<file path="config.mk">
export PLATFORM = sky130hd
export DESIGN_NAME = fifo_wr_mem_ctrl
export DESIGN_NICKNAME = d
export VERILOG_FILES = /design/src/rtl/fifo_wr_mem_ctrl.sv
export SDC_FILE = /design/constraint.sdc
export NUM_CORES = 1
export LEC_CHECK = 0
export CAP_MARGIN = 25
export CORE_MARGIN = 1
export CORE_UTILIZATION = 43
export DETAILED_ROUTE_END_ITERATION = 8
export SKIP_CTS_REPAIR_TIMING = 1
export SLEW_MARGIN = 0
export SYNTH_ARGS = -nofsm -noshare
export SYNTH_HDL_FRONTEND = slang
export SYNTH_SLANG_ARGS = --single-unit
</file>
<file path="constraint.sdc">
create_clock -name w_clk -period 2.87 [get_ports w_clk]
set_clock_uncertainty 0.1 [all_clocks]
set_input_delay 0.287 -clock w_clk [delete_from_list [all_inputs] [get_ports w_clk]]
set_output_delay 0.287 -clock w_clk [all_outputs]
set_load 0.01 [all_outputs]
</file>
<file path="src/rtl/fifo_wr_mem_ctrl.sv">
`timescale 1ns/1ps
// ---------------------------------------------------------------------------
// fifo_wr_mem_ctrl
//
// Write-domain half of an asynchronous FIFO, clocked by w_clk. It holds the
// dual-port storage array, the binary write pointer and its registered Gray
// export, the synchroniser that brings the read-domain Gray pointer into
// w_clk, and the full / almost-full / occupancy / sticky-overflow status.
// The array is read combinationally by the read domain through r_addr.
//
// Parameters
//   DATA_WIDTH   : width of one FIFO word
//   ADDR_WIDTH   : address bits, depth = 2**ADDR_WIDTH (>= 2)
//   SYNC_STAGES  : flops on the r_gptr crossing (>= 2)
//   AFULL_THRESH : occupancy at or above which w_afull asserts
//                  (1 .. 2**ADDR_WIDTH)
//
// Ports
//   w_clk      in   write clock
//   w_rst      in   asynchronous reset, active low
//   w_inc      in   write request
//   w_data     in   write data
//   w_ovf_clr  in   synchronous clear of the sticky overflow flag
//   r_addr     in   binary read address from the read domain
//   r_gptr     in   Gray read pointer from the read domain (async to w_clk)
//   r_data     out  array[r_addr], combinational
//   w_gptr     out  registered Gray write pointer for the read domain
//   w_full     out  FIFO full, registered
//   w_afull    out  occupancy >= AFULL_THRESH, registered
//   w_count    out  write-side occupancy, registered, 0 .. 2**ADDR_WIDTH
//   w_ovf      out  sticky: a write was attempted while full
// ---------------------------------------------------------------------------
module fifo_wr_mem_ctrl #(
    parameter int DATA_WIDTH   = 8,
    parameter int ADDR_WIDTH   = 3,
    parameter int SYNC_STAGES  = 2,
    parameter int AFULL_THRESH = 6
) (
    input  logic                  w_clk,
    input  logic                  w_rst,
    input  logic                  w_inc,
    input  logic [DATA_WIDTH-1:0] w_data,
    input  logic                  w_ovf_clr,
    input  logic [ADDR_WIDTH-1:0] r_addr,
    input  logic [ADDR_WIDTH:0]   r_gptr,
    output logic [DATA_WIDTH-1:0] r_data,
    output logic [ADDR_WIDTH:0]   w_gptr,
    output logic                  w_full,
    output logic                  w_afull,
    output logic [ADDR_WIDTH:0]   w_count,
    output logic                  w_ovf
);

    // Pointers carry one extra wrap bit beyond the address.
    localparam int PW    = ADDR_WIDTH + 1;
    localparam int DEPTH = 1 << ADDR_WIDTH;

    localparam logic [PW-1:0] AFULL_LVL = PW'(AFULL_THRESH);
    localparam logic [PW-1:0] PTR_ONE   = PW'(1);

    // -----------------------------------------------------------------------
    // Gray code helpers
    // -----------------------------------------------------------------------
    function automatic logic [PW-1:0] bin2gray(input logic [PW-1:0] b);
        return b ^ (b >> 1);
    endfunction

    function automatic logic [PW-1:0] gray2bin(input logic [PW-1:0] g);
        logic [PW-1:0] b;
        b[PW-1] = g[PW-1];
        for (int i = PW - 2; i >= 0; i--) begin
            b[i] = b[i+1] ^ g[i];
        end
        return b;
    endfunction

    // -----------------------------------------------------------------------
    // State
    // -----------------------------------------------------------------------
    logic [DATA_WIDTH-1:0] mem_q [DEPTH];
    logic [PW-1:0]         wbin_q;
    logic [PW-1:0]         wgray_q;
    logic [PW-1:0]         sync_q [SYNC_STAGES];
    logic                  full_q;
    logic                  afull_q;
    logic [PW-1:0]         count_q;
    logic                  ovf_q;

    // -----------------------------------------------------------------------
    // Next-state terms
    // -----------------------------------------------------------------------
    logic          wr_en;
    logic [PW-1:0] wbin_d;
    logic [PW-1:0] wgray_d;
    logic [PW-1:0] rq_gptr;
    logic [PW-1:0] rq_bin;
    logic [PW-1:0] full_pat;
    logic          full_d;
    logic          afull_d;
    logic [PW-1:0] count_d;
    logic          ovf_d;

    always_comb begin
        wr_en   = w_inc & ~full_q;
        wbin_d  = wr_en ? (wbin_q + PTR_ONE) : wbin_q;
        wgray_d = bin2gray(wbin_d);

        rq_gptr = sync_q[SYNC_STAGES-1];
        rq_bin  = gray2bin(rq_gptr);

        // The write pointer is exactly one lap ahead of the read pointer
        // when its Gray code equals the read Gray code with the two top
        // bits inverted. Using the stale synchronised pointer only ever
        // makes full assert early, never late.
        full_pat = {~rq_gptr[PW-1:PW-2], rq_gptr[PW-3:0]};
        full_d   = (wgray_d == full_pat);

        // Modular difference; the extra wrap bit lets 0 and DEPTH differ.
        count_d = wbin_d - rq_bin;
        afull_d = (count_d >= AFULL_LVL);

        // Set has priority over clear so an overflow in the clearing
        // cycle is never lost.
        ovf_d = ovf_q;
        if (w_inc & full_q) begin
            ovf_d = 1'b1;
        end else if (w_ovf_clr) begin
            ovf_d = 1'b0;
        end
    end

    // -----------------------------------------------------------------------
    // Storage array: written at the current binary pointer, cleared on reset
    // -----------------------------------------------------------------------
    always_ff @(posedge w_clk or negedge w_rst) begin
        if (!w_rst) begin
            for (int i = 0; i < DEPTH; i++) begin
                mem_q[i] <= '0;
            end
        end else if (wr_en) begin
            mem_q[wbin_q[ADDR_WIDTH-1:0]] <= w_data;
        end
    end

    assign r_data = mem_q[r_addr];

    // -----------------------------------------------------------------------
    // Read-pointer synchroniser: only Gray values cross, so at most one bit
    // is in flight and every sampled value is a real pointer position.
    // -----------------------------------------------------------------------
    always_ff @(posedge w_clk or negedge w_rst) begin
        if (!w_rst) begin
            for (int i = 0; i < SYNC_STAGES; i++) begin
                sync_q[i] <= '0;
            end
        end else begin
            sync_q[0] <= r_gptr;
            for (int i = 1; i < SYNC_STAGES; i++) begin
                sync_q[i] <= sync_q[i-1];
            end
        end
    end

    // -----------------------------------------------------------------------
    // Write pointer and status flags
    // -----------------------------------------------------------------------
    always_ff @(posedge w_clk or negedge w_rst) begin
        if (!w_rst) begin
            wbin_q  <= '0;
            wgray_q <= '0;
            full_q  <= 1'b0;
            afull_q <= 1'b0;
            count_q <= '0;
            ovf_q   <= 1'b0;
        end else begin
            wbin_q  <= wbin_d;
            wgray_q <= wgray_d;
            full_q  <= full_d;
            afull_q <= afull_d;
            count_q <= count_d;
            ovf_q   <= ovf_d;
        end
    end

    assign w_gptr  = wgray_q;
    assign w_full  = full_q;
    assign w_afull = afull_q;
    assign w_count = count_q;
    assign w_ovf   = ovf_q;

endmodule

</file>
Word level (Yosys, flattened, before mapping)
Cells that the tools add are included.
{ "totals": {"ff_bits": 87, "input_bits": 19, "elab_cells": 44} }
{ "op_classes": {"n_addsub": 2, "magnitude_cmp": 4, "eq_ne": 1, "mux": 9, "bitwise_logic": 10, "n_reduce_logical": 2} }
{ "ops": {"columns": ["op", "n"], "rows": [
  ["64-bit bitwise mux", 1],
  ["8-bit binary-select mux with 3-bit select", 1],
  ["8-bit demux with 3-bit select", 1],
  ["8-bit 2-to-1 mux", 3],
  ["4-bit greater-or-equal comparator (second input constant)", 2],
  ["3-bit inverter with 4-bit output", 2],
  ["4-bit by 1-bit adder with 4-bit output (second input constant)", 1],
  ["4-bit == test", 1],
  ["4-bit by 3-bit greater-or-equal comparator with 1-bit output (second input constant)", 1],
  ["4-bit by 1-bit < comparator with 1-bit output (second input constant)", 1],
  ["4-bit 2-to-1 mux", 1],
  ["4-bit subtractor", 1],
  ["4-bit by 3-bit bitwise XOR with 4-bit output", 1],
  ["1-bit bitwise XOR", 3],
  ["1-bit AND", 2],
  ["1-bit 2-to-1 mux", 2],
  ["2-bit inverter", 1],
  ["2-bit nonzero test", 1],
  ["1-bit logical AND", 1],
  ["1-bit inverter", 1]
]} }

Depth between registers and ports, before layout
{ "logic_depth": {"depth_word": 6, "ltp_mapped": 10, "mapped_depth_nobuf": 9} }

Worst setup path before layout
OpenSTA, ideal clock, no wires.
{ "synth_timing": {"path_kind": "flip-flop to flip-flop", "from": "register sync_q (netlist bit rq_gptr[3])", "to": "register afull_q, in the netlist w_afull", "setup_ns": 0.118, "arrival_ns": 1.952, "required_time_ns": 2.652, "path_slack_ns": 0.700, "path_stages_with_launch": 10, "path_buffers": 0, "synth_period_minus_slack_ns": 2.170, "path_cell_list": "dfrtp_1 -> xnor2_2 -> xor2_1 -> xnor2_1 -> ha_1 -> inv_1 -> maj3_2 -> a21oi_2 -> xnor2_1 -> a21o_1"} }
{ "synth_between": {"elab_chain_cells": 5} }
{ "synth_lines": {"columns": ["item", "line_no", "rtl"], "rows": [
  ["from (decl)", "83", "logic [PW-1:0] sync_q [SYNC_STAGES];"],
  ["from (signal, indexed assignment)", "159", "sync_q[i] <= sync_q[i-1];"],
  ["1-bit bitwise XOR (3 in a row)", "72", "b[i] = b[i+1] ^ g[i];"],
  ["4-bit subtractor *", "119", "count_d = wbin_d - rq_bin;"],
  ["net count_d[3]", "100", "logic [PW-1:0] count_d;"],
  ["4-bit by 3-bit greater-or-equal comparator with 1-bit output *", "120", "afull_d = (count_d >= AFULL_LVL);"],
  ["net afull_d", "99", "logic afull_d;"],
  ["to (signal assigned)", "179", "afull_q <= afull_d;"],
  ["to (decl)", "85", "logic afull_q;"]
]} }
Mark *: on every way through the listed nets, which the timed path passes. The rest lies on a longest branch.
A chain may end at the register's enable or synchronous reset.

Worst setup path in the final report
{ "layout_timing": {"from": "input r_addr[0]", "to": "output r_data[2]"} }
{ "layout_between": {"elab_chain_cells": 4} }
{ "layout_lines": {"columns": ["item", "line_no", "rtl"], "rows": [
  ["from (decl)", "44", "input logic [ADDR_WIDTH-1:0] r_addr,"],
  ["3-bit inverter with 4-bit output (not written as such)", "145", "assign r_data = mem_q[r_addr];"],
  ["8-bit binary-select mux with 3-bit select", "145", null],
  ["8-bit 2-to-1 mux (not written as such) (2 in a row)", "145", null],
  ["to (decl)", "46", "output logic [DATA_WIDTH-1:0] r_data,"]
]} }
Every way passes these cells. The select of a mux whose other input is x is not followed.

==> run summary <==
status: completed
via count: 2163
Metal-1 WL: 3.40 mm
Die Area: 9300 um2
Worst R2R Path Depth: 9
fillers: 745
WL final: 7.26 mm
uppermost layer routed: met4
htree depth: 3
TritonCTS Buffers: 9
max incr delay on CP: 520 ps
Net Sw Frac: 30.3%
register area: 2150 um2
f_max: 0.375 GHz
clock power share: 18.9%
clk slew on worst S/H paths: 90 ps
Max Slew Vio Count: 0
TritonCTS sink count: 86
antenna-violating nets left: 0
Finished Core Util: 53.2%
Synth Cell Area: 3830 um2
synthesis-stage register bit count: 86
root buf cell: clkbuf_8
setup TNS: 0 ps
DR vias/cell: 5.29
row count: 34
VDD IR-drop max: 550 uV
Critical R2R Launch: rq_gptr[3]
count of flip-flops with a built-in enable after synthesis: 0
diode count: 0
Synth Warn #: 0
MaxCap Viol Count: 0
clock tree buffer depth: 2
CP Cell Sequence: clkdlybuf4s50_1, buf_12, mux4_2, mux2_2, clkdlybuf4s50_1
critical path's most frequent cell: clkdlybuf4s50_1
Overflow after GRT: 0
cell-internal power: 3.48 mW
Logic pwr share: 39.4%
GPL Wtd Cong: 0.699
FFs w/ async S/R, synth: 100%
clk_lat worst skew: 350 ps
fin crit share: 92.9%
initial core utilization: 44.2%
largest net degree at the start of global routing: 57
Remaining DRCs: 0
Cells on Worst Hold Path: 0
Worst EP arrival: 2280 ps
CTS tree: done
nets@finish: 319
Psw: 1.52 mW
IO Port Bufs: 37
Mapped Nets: 268
P_leak: 1.96 nW
layout cells sized above 1: 42.2%
required time of the critical path: 2480 ps
CP Launch Type: input port
post-DP HPWL: 4.91 mm
Hold Violations, Final: 0
synth unique cells: 35
Reg2Reg Setup Slack: 550 ps
CP Capture Type: output pin
DR pass1 iterations: 4
vias in the first global route: 2241
hold_sp: sync_q[5]
relative slew slack: 51.5%
sequential share of power: 41.7%
initial drt markers: 77
Final min period: 2670 ps
Cells after Synth: 245
Worst Hold Class: register to register
first-pass GRT wire length: 11.5 mm
unrepaired setup endpoints after global routing: false
die height: 96.4 um
Top FF cell, synth: dfrtp_1
CP max stage cell: mux4_2
Global Route Usage Sum: 17.4%
DR WL met3: 168 um
WL/cell: 17.7 um
pwr/cell area: 1080 nW/um2
Core ar.: 8680 um2
hold endpoint: rq_gptr[1]
Tightest Pin Transition: 727 ps
Worst R2R End: w_afull
Die Wd: 96.4 um
initial antenna violation count: 0
area of the multi-input gates: 1590 um2
DR WL met2: 3.55 mm
Worst Setup Path Type: input port to output pin
Syn Area/Cell: 15.6 um2
peak fanout along the critical path: 16
sequential-to-total area share from yosys stat: 56.1%
Final setup viols: 0
Ports: 38
area delta synth->final: 20.5%
[layer usage]
layer / vias up / global-route usage [%]
met5: - / 0
met4: 0 / 7.72
met3: 12 / 2.74
met2: 30 / 28.3
met1: 1140 / 23.1
li1: 981 / -
[cells in the final DEF, fill, tap and decap left out, types with 2 or more instances in the layout]
cell type / netlist / final
ha_1: 4 / 4
bufinv_16: 0 / 2
dfrtp_1: 86 / 86
inv_6: 0 / 2
clkdlybuf4s50_1: 0 / 36
nand3b_1: 3 / 3
xor2_1: 6 / 6
clkbuf_8: 0 / 9
and3_1: 2 / 2
mux4_2: 16 / 16
nand2_1: 5 / 5
buf_4: 1 / 13
inv_1: 8 / 8
nand3_1: 2 / 2
clkinv_2: 0 / 2
nor2_1: 3 / 3
xnor2_1: 8 / 8
mux2_2: 72 / 72
o21ai_0: 2 / 2
[worst max-delay path by stage]
stage	startpoint	endpoint	slack, ps	cells after the start
global placement	r_addr[0]	r_data[5]	200	5
floorplan	rq_gptr[3]	w_afull	700	9
CTS	r_addr[0]	r_data[2]	180	5
global route	r_addr[0]	r_data[2]	130	5
finish	r_addr[0]	r_data[2]	200	5
detailed placement	r_addr[0]	r_data[2]	180	5
[Yosys cell counts (2+ instances only)]
cell	instances	area, um2
and3_1	2	12.5
buf_1	2	7.51
buf_2	5	25.0
clkbuf_1	2	7.51
dfrtp_1	86	2150
ha_1	4	50.1
inv_1	8	30.0
mux2_2	72	811
mux4_2	16	360
nand2_1	5	18.8
nand3_1	2	10.0
nand3b_1	3	22.5
nor2_1	3	11.3
o21ai_0	2	10.0
xnor2_1	8	70.1
xor2_1	6	52.6
[final cells by class]
type / instances / area share [%]
flip-flops and latches: 86 / 46.6
multi-input cells: 139 / 34.4
repair buffers: 51 / 10.6
well taps: 108 / 2.93
clock buffers: 9 / 2.68
clock inverters: 7 / 2.09
inverters: 9 / 0.786
[power groups by stage]
stage               Sequential [mW]  Combinational, mW  Clock [mW]
CTS                            2.09               2.00       0.979
finish                         2.08               1.97       0.945
global route                   2.16               2.14        1.02
detailed placement             2.11               1.99           0
global placement               2.10               1.95           0
floorplan                      2.01               1.41           0
[through the flow]
| step | cell area, um2 | hold slack (ps) | power, mW | setup WS, ps | cells |
|---|---|---|---|---|---|
| after detailed placement | 4390 | 235 | 4.10 | 181 | 392 |
| final | 4620 | 245 | 5.00 | 203 | 409 |
| after CTS | 4610 | -102 | 5.07 | 181 | 408 |
| after global routing | 4620 | 251 | 5.32 | 134 | 409 |
| after global placement | 4390 | 233 | 4.05 | 203 | 392 |
| after floorplan | 3830 | -109 | 3.43 | 700 | 245 |
[state kept, by name (all words and copies together) (netlist names)]
register and flops:
w_full 1, sync_q 4, w_gptr 3, mem_q 64, wbin_q 4, rq_gptr 4, w_count 4, w_ovf 1
w_afull 1
[cells by family after synthesis]
logic type,after synthesis,share of synthesized area [%]
AOI/OAI and AO/OA,9,1.76
xor gates and xnor gates,15,3.62
adders and majority gates,5,1.60
buffers and inverters,20,2.48
DFF,86,56.1
muxes,88,30.5
and+or+nand+nor,22,3.85
[worst max-delay path: cells and delay by family]
family                 cells  cell delay, ps
multiplexers               2             800
buffers and inverters      3            1180
(Power assumes the default switching activity.)
